<file path="config.mk">
export PLATFORM = sky130hd
export DESIGN_NAME = blink_meter
export DESIGN_NICKNAME = d
export VERILOG_FILES = /design/src/rtl/blink_meter.sv
export SDC_FILE = /design/constraint.sdc
export NUM_CORES = 1
export LEC_CHECK = 0
export ABC_AREA = 1
export BUFFER_PORTS_ARGS = -buffer_cell sky130_fd_sc_hd__buf_2
export CORE_MARGIN = 2
export CORE_UTILIZATION = 55
export CTS_CLUSTER_SIZE = 16
export DETAILED_ROUTE_END_ITERATION = 10
export GPL_TIMING_DRIVEN = 0
export HOLD_SLACK_MARGIN = 0.05
export PLACE_DENSITY = 0.75
export SYNTH_ARGS = -nofsm -noshare
export SYNTH_HDL_FRONTEND = slang
export SYNTH_SLANG_ARGS = --single-unit
</file>
<file path="constraint.sdc">
create_clock -name clk -period 3.45 [get_ports clk]
set_input_delay 0.69 -clock clk [delete_from_list [all_inputs] [get_ports clk]]
set_output_delay 0.69 -clock clk [all_outputs]
set_load 0.02 [all_outputs]
</file>
<file path="src/rtl/blink_meter.sv">
`default_nettype none
// ============================================================================
//  Module   : blink_meter
//  Purpose  : Measures the high and low time of an asynchronous square wave
//             in clk cycles, publishes each full period on a valid/ready
//             port, and flags an input that has stopped toggling.
//  Revision : 1.0  initial release
// ============================================================================
module blink_meter #(
   parameter int CNT_W   = 24,
   parameter int TIMEOUT = 1000000
) (
   input  logic             clk,
   input  logic             rst_n,
   input  logic             blink_in,
   output logic [CNT_W-1:0] meas_high,
   output logic [CNT_W-1:0] meas_low,
   output logic             meas_valid,
   input  logic             meas_ready,
   output logic             meas_drop,
   output logic             stuck,
   output logic             stuck_level
);

   localparam logic [CNT_W-1:0] CNT_ONE     = CNT_W'(1);
   localparam logic [CNT_W-1:0] CNT_TIMEOUT = CNT_W'(TIMEOUT);

   typedef enum logic [1:0] {
      IDLE  = 2'd0,
      HIGH  = 2'd1,
      LOW   = 2'd2,
      STUCK = 2'd3
   } state_t;

   state_t           state;
   state_t           state_nx;
   logic             sync_meta;
   logic             sync_s;
   logic             sync_d;
   logic             rise;
   logic             fall;
   logic [CNT_W-1:0] cnt;
   logic [CNT_W-1:0] cnt_nx;
   logic [CNT_W-1:0] high_cnt;
   logic [CNT_W-1:0] high_cnt_nx;
   logic             complete;
   logic             stuck_set;
   logic             stuck_clr;
   logic             stuck_level_nx;

   // Two-flop synchronizer plus a delay flop for edge detection.
   always_ff @(posedge clk or negedge rst_n) begin
      if (!rst_n) begin
         sync_meta <= 1'b0;
         sync_s    <= 1'b0;
         sync_d    <= 1'b0;
      end else begin
         sync_meta <= blink_in;
         sync_s    <= sync_meta;
         sync_d    <= sync_s;
      end
   end

   assign rise = sync_s & ~sync_d;
   assign fall = ~sync_s & sync_d;

   // FSM state register.
   always_ff @(posedge clk or negedge rst_n) begin
      if (!rst_n) begin
         state <= IDLE;
      end else begin
         state <= state_nx;
      end
   end

   // Next-state logic and counter updates; edges take priority over timeout.
   always_comb begin
      state_nx       = state;
      cnt_nx         = cnt;
      high_cnt_nx    = high_cnt;
      complete       = 1'b0;
      stuck_set      = 1'b0;
      stuck_clr      = 1'b0;
      stuck_level_nx = stuck_level;
      case (state)
         IDLE: begin
            if (rise) begin
               cnt_nx   = CNT_ONE;
               state_nx = HIGH;
            end
         end
         HIGH: begin
            if (fall) begin
               high_cnt_nx = cnt;
               cnt_nx      = CNT_ONE;
               state_nx    = LOW;
            end else if (cnt == CNT_TIMEOUT) begin
               stuck_set      = 1'b1;
               stuck_level_nx = 1'b1;
               state_nx       = STUCK;
            end else begin
               cnt_nx = cnt + CNT_ONE;
            end
         end
         LOW: begin
            if (rise) begin
               complete = 1'b1;
               cnt_nx   = CNT_ONE;
               state_nx = HIGH;
            end else if (cnt == CNT_TIMEOUT) begin
               stuck_set      = 1'b1;
               stuck_level_nx = 1'b0;
               state_nx       = STUCK;
            end else begin
               cnt_nx = cnt + CNT_ONE;
            end
         end
         STUCK: begin
            // A rise restarts measurement; the interrupted period is dropped.
            if (rise) begin
               stuck_clr = 1'b1;
               cnt_nx    = CNT_ONE;
               state_nx  = HIGH;
            end else if (fall) begin
               stuck_clr = 1'b1;
               state_nx  = IDLE;
            end
         end
         default: begin
            state_nx = IDLE;
         end
      endcase
   end

   // Phase counter and captured high time of the period in progress.
   always_ff @(posedge clk or negedge rst_n) begin
      if (!rst_n) begin
         cnt      <= '0;
         high_cnt <= '0;
      end else begin
         cnt      <= cnt_nx;
         high_cnt <= high_cnt_nx;
      end
   end

   // Stuck flag and the input level observed when it was raised.
   always_ff @(posedge clk or negedge rst_n) begin
      if (!rst_n) begin
         stuck       <= 1'b0;
         stuck_level <= 1'b0;
      end else begin
         stuck_level <= stuck_level_nx;
         if (stuck_set) begin
            stuck <= 1'b1;
         end else if (stuck_clr) begin
            stuck <= 1'b0;
         end
      end
   end

   // Output holding register: a new period always loads, overwriting
   // unaccepted data and flagging the loss with a single-cycle drop pulse.
   always_ff @(posedge clk or negedge rst_n) begin
      if (!rst_n) begin
         meas_high  <= '0;
         meas_low   <= '0;
         meas_valid <= 1'b0;
         meas_drop  <= 1'b0;
      end else begin
         meas_drop <= complete & meas_valid & ~meas_ready;
         if (complete) begin
            meas_high  <= high_cnt;
            meas_low   <= cnt;
            meas_valid <= 1'b1;
         end else if (meas_valid && meas_ready) begin
            meas_valid <= 1'b0;
         end
      end
   end

endmodule
`default_nettype wire
</file>
# == After elaboration in Yosys (flattened, before gate mapping) ==
# Index checks and enable logic that the tools add are counted.
# op_classes
eq_ne,11
muxes,30
n_bitwise,7
n_addsub,1
n_reduce_logical,9
# ops
op,n
24-bit 2-to-1 mux,4
24-bit case mux with 3 select lines,1
24-bit by 1-bit adder with 24-bit output (second input constant),1
24-bit by 20-bit equality test with 1-bit output (second input constant),1
1-bit 2-to-1 mux,16
2-bit 2-to-1 mux,6
2-bit != test (second input constant),5
2-bit case mux with 4 select lines,1
2-bit nonzero test,3
5-bit AND reduction,1
1-bit bitwise AND,4
2-bit equality test (second input constant),2
1-bit case mux with 2 select lines,2
2-bit AND reduction,2
3-bit != test (second input constant),1
1-bit NOT,3
2-bit by 1-bit equality test with 1-bit output (second input constant),1
2-bit logical NOT,1
2-bit by 1-bit != test with 1-bit output (second input constant),1
2-bit OR reduction,1
1-bit logical AND,1
# totals
word_cells,70
out_inout_bits,52
input_bits,4
register_bits,105

# == Longest topological paths before layout ==
# depth
ltp_word,7
ltp_mapped,10
depth_no_buf,9

# == Worst setup path before layout ==
# No wires, ideal clock.
# synth_timing
path_kind,flip-flop to flip-flop
startpoint,reg state[0]
endpoint,reg cnt[18]
n_path_buf,1
synth_period_minus_slack_ps,1568
t_arrival_ps,1434
t_required_ps,3316
path_stages_with_launch,10
setup_ps,134
path_slack_ps,1882
cell_sequence,dfrtp_1 > inv_1 > ha_1 > nor2_1 > inv_1 > nand3_1 > inv_1 > clkbuf_8 > nand3_1 > o21ai_0
# synth_via
elab_chain_cells,3
word_cells_on_any_way,7
classes_between,eq/ne (4); mux (1); reduce/logical (2)
# synth_rtl
element,line,text
start: declaration,35,state_t state;
start signal: assignment,72,state <= state_nx;
2-bit equality test / 2-bit logical NOT (equally long branches),85,case (state)
2-bit OR reduction (no source line),-,
24-bit case mux with 3 select lines / 2-bit by 1-bit != test with 1-bit output (equally long branches),-,
end signal: assignment,141,cnt <= cnt_nx;
end: declaration,42,logic [CNT_W-1:0] cnt;
# Parallel ways exist; a longest one is shown, timed or not.
# A chain may end at the register's enable or synchronous reset.

# == Final worst setup path ==
# layout_timing
startpoint,reg state[0]
endpoint,reg cnt[16]
# The elaborated chain is that of the path after synthesis.

==> impl_metrics.env <==
export IMPL_status="completed"
export IMPL_power_density_mw_per_mm2=540
export IMPL_cts_sinks=105
export IMPL_nets=643
export IMPL_std_cell_rows=33
export IMPL_cts_made_buffers=9
export IMPL_initial_core_util=0.571
export IMPL_switchingPower_mw=1.07
export IMPL_yosysTopAreaCell="dfrtp_1"
export IMPL_grt_pass1_vias=3765
export IMPL_seq_area_mm2=0.00263
export IMPL_synth_area_leaders="dfrtp_1 55%, nand2_1 16%, o21ai_0 6.3%, inv_1 3.3%, nand3_1 3.2%"
export IMPL_drv_cap=0
export IMPL_syn_area_per_cell_um2=8.42
export IMPL_yosysSeqAreaShare=0.554
export IMPL_cts_htree_levels=3
export IMPL_diodes=0
export IMPL_worst_setup_path_type="flip-flop to flip-flop"
export IMPL_routed_via_density=5.25
export IMPL_multi_input_area_mm2=0.00184
export IMPL_post_cts_setup_buffers=0
export IMPL_io_buffers=55
export IMPL_fillCellCount=695
export IMPL_swShare=0.371
export IMPL_syn_inst=563
export IMPL_cts_repair_resized=0
export IMPL_cts_buffer_depth=2
export IMPL_period_needed_ns=1.79
export IMPL_ir_drop_uv=434
export IMPL_firstDrtPassIters=4
export IMPL_wl_per_cell_um=14.4
export IMPL_cts_tree="yes"
export IMPL_dp_hpwl_um=7990
export IMPL_grt_pass1_wl_um=18400
export IMPL_drc=0
export IMPL_drt_iter0_markers=219
export IMPL_die_w_um=96.8
export IMPL_power_leakage_nw=2.75
export IMPL_layout_common_cells="203 x nand2_1, 105 x dfrtp_1, 64 x buf_2"
export IMPL_yosysTopAreaCellShare=0.554
export IMPL_clockRootBuffer="clkbuf_8"
export IMPL_holdWs_ns=0.335
export IMPL_drive_gt1_frac=0.170
export IMPL_path_clk_slew_ns=0.11
export IMPL_fin_util=0.647
export IMPL_worst_clock_skew_ns=0.0104
export IMPL_track_usage=0.241
export IMPL_pwr_share_clk=0.255
export IMPL_yosysUniqueCellTypes=30
export IMPL_hp_class="input pin to async pin"
export IMPL_core_area_mm2=0.00830
export IMPL_drv_slew=0
export IMPL_hold_viol=0
export IMPL_p_int_mw=1.82
export IMPL_pwr_share_comb=0.275
export IMPL_reg2reg_slack_ns=1.66
export IMPL_syn_cell_area_mm2=0.00474
export IMPL_crit_arrival_ns=2.03
export IMPL_clk_latency_ns=0.37
export IMPL_worst_slew_pin_slew_ns=0.657
export IMPL_synthToLayoutAreaGrowth_pct=13.2
export IMPL_grt_max_degree=57
export IMPL_ctsHoldBuffers=0
export IMPL_pwr_share_seq=0.470
export IMPL_max_clock_freq_mhz=558
export IMPL_yosysWarnings=0
export IMPL_relSlewSlack=0.562
export IMPL_setup_viol=0
export IMPL_grt_overflow_total=0
export IMPL_fp_dieH_um=96.8
export IMPL_dieArea_mm2=0.00938
export IMPL_syn_nets=576
export IMPL_start_kind="flip-flop"
export IMPL_crit_path_max_fanout=10
export IMPL_vias=3884
export IMPL_regToRegStartpoint="state[0]"
export IMPL_ant_nets=0
export IMPL_antenna_found_initial=0
export IMPL_finalNonFillerCells=740
export IMPL_startpoint="state[0]"
export IMPL_rsz0062_at_grt="no"
export IMPL_end_kind="flip-flop"
export IMPL_drt_wl_total_um=10700
export IMPL_mostFrequentLayoutCell="nand2_1"
export IMPL_io_pins=56
export IMPL_fin_tns_setup_ns=0
export IMPL_cp_data_required_time_ns=3.69
export IMPL_ys_ff_latch=105
export IMPL_dpl_cell_count=724
export IMPL_place_gp_congestion=0.925
export IMPL_period_share=0.519
-- power by group through the flow --
stage          logic [mW]  registers, mW  clock network, mW
5_1_grt             0.899           1.37              0.802
6_report            0.797           1.36              0.739
3_3_place_gp        0.766           1.38                  0
4_1_cts             0.797           1.36              0.754
3_5_place_dp        0.795           1.39                  0
2_1_floorplan       0.526           1.42                  0
-- stage by stage --
stage	instance area, um2	power, mW	worst slack [ns]
after floorplan	4740	1.94	1.88
after global placement	5150	2.15	0.624
after detailed placement	5180	2.18	1.70
after CTS	5370	2.91	1.69
after global routing	5370	3.07	1.47
final	5370	2.90	1.66
-- worst paths after layout --
path                                 to  cells after the start
min in group clk                 sync_s                      0
max reg2reg                     cnt[16]                      9
max                             cnt[16]                      9
max in group asynchronous  meas_low[13]                      2
min reg2reg                      sync_s                      0
min                         high_cnt[0]                      1
-- worst max-delay path: stages (launching register included) --
cell      delay (ns)
dfrtp_1         0.40
inv_1           0.09
ha_1            0.34
nor2_1          0.19
inv_1           0.09
nand3_1         0.08
inv_1           0.11
clkbuf_8        0.18
nand3_1         0.10
o21ai_1         0.07
-- final cells by class --
class,count,area share
Sequential cell,105,0.490
Multi-Input combinational cell,391,0.343
Timing Repair Buffer,56,0.0569
Inverter,48,0.0336
Tap cell,105,0.0245
Clock buffer,10,0.0238
Buffer,19,0.0175
Clock inverter,6,0.0117
-- Yosys cell counts (all sizes together) --
| cell | n |
|---|---|
| and3 | 1 |
| buf | 10 |
| xor2 | 3 |
| nor2 | 47 |
| clkbuf | 9 |
| nand4 | 4 |
| inv | 48 |
| a211oi | 1 |
| o21ai | 69 |
| nor4 | 1 |
| nor3b | 1 |
| nand2 | 208 |
| a22oi | 1 |
| a21oi | 6 |
| nor3 | 6 |
| o211ai | 1 |
| dfrtp | 105 |
| nand3 | 32 |
| ha | 9 |
| o22ai | 1 |
-- cells by family (layout without fill, tap and decap cells) --
group / after synthesis / in the layout / synth area share
DFF: 105 / 105 / 0.554
and+or+nand+nor: 300 / 300 / 0.273
adders and majority gates: 9 / 9 / 0.0238
xor gates and xnor gates: 3 / 3 / 0.00554
buffers and inverters: 67 / 139 / 0.0578
AOI/OAI and AO/OA: 79 / 79 / 0.0860
-- per-layer routing --
layer / track usage / vias to the layer above / part of all wire
li1: - / 1919 / -
met1: 0.348 / 1861 / 0.47
met2: 0.379 / 86 / 0.47
met3: 0.0340 / 18 / 0.043
met4: 0.0780 / 0 / 0.018
met5: 0 / - / 0
-- registers in the layout, summed over array words and instances (netlist names) --
| name | cells |
|---|---|
| cnt | 24 |
| high_cnt | 24 |
| meas_drop | 1 |
| meas_high | 24 |
| meas_low | 24 |
| meas_valid | 1 |
| state | 2 |
| stuck | 1 |
| stuck_level | 1 |
| sync_d | 1 |
| sync_meta | 1 |
| sync_s | 1 |
Power figures use the tool's default switching activity.
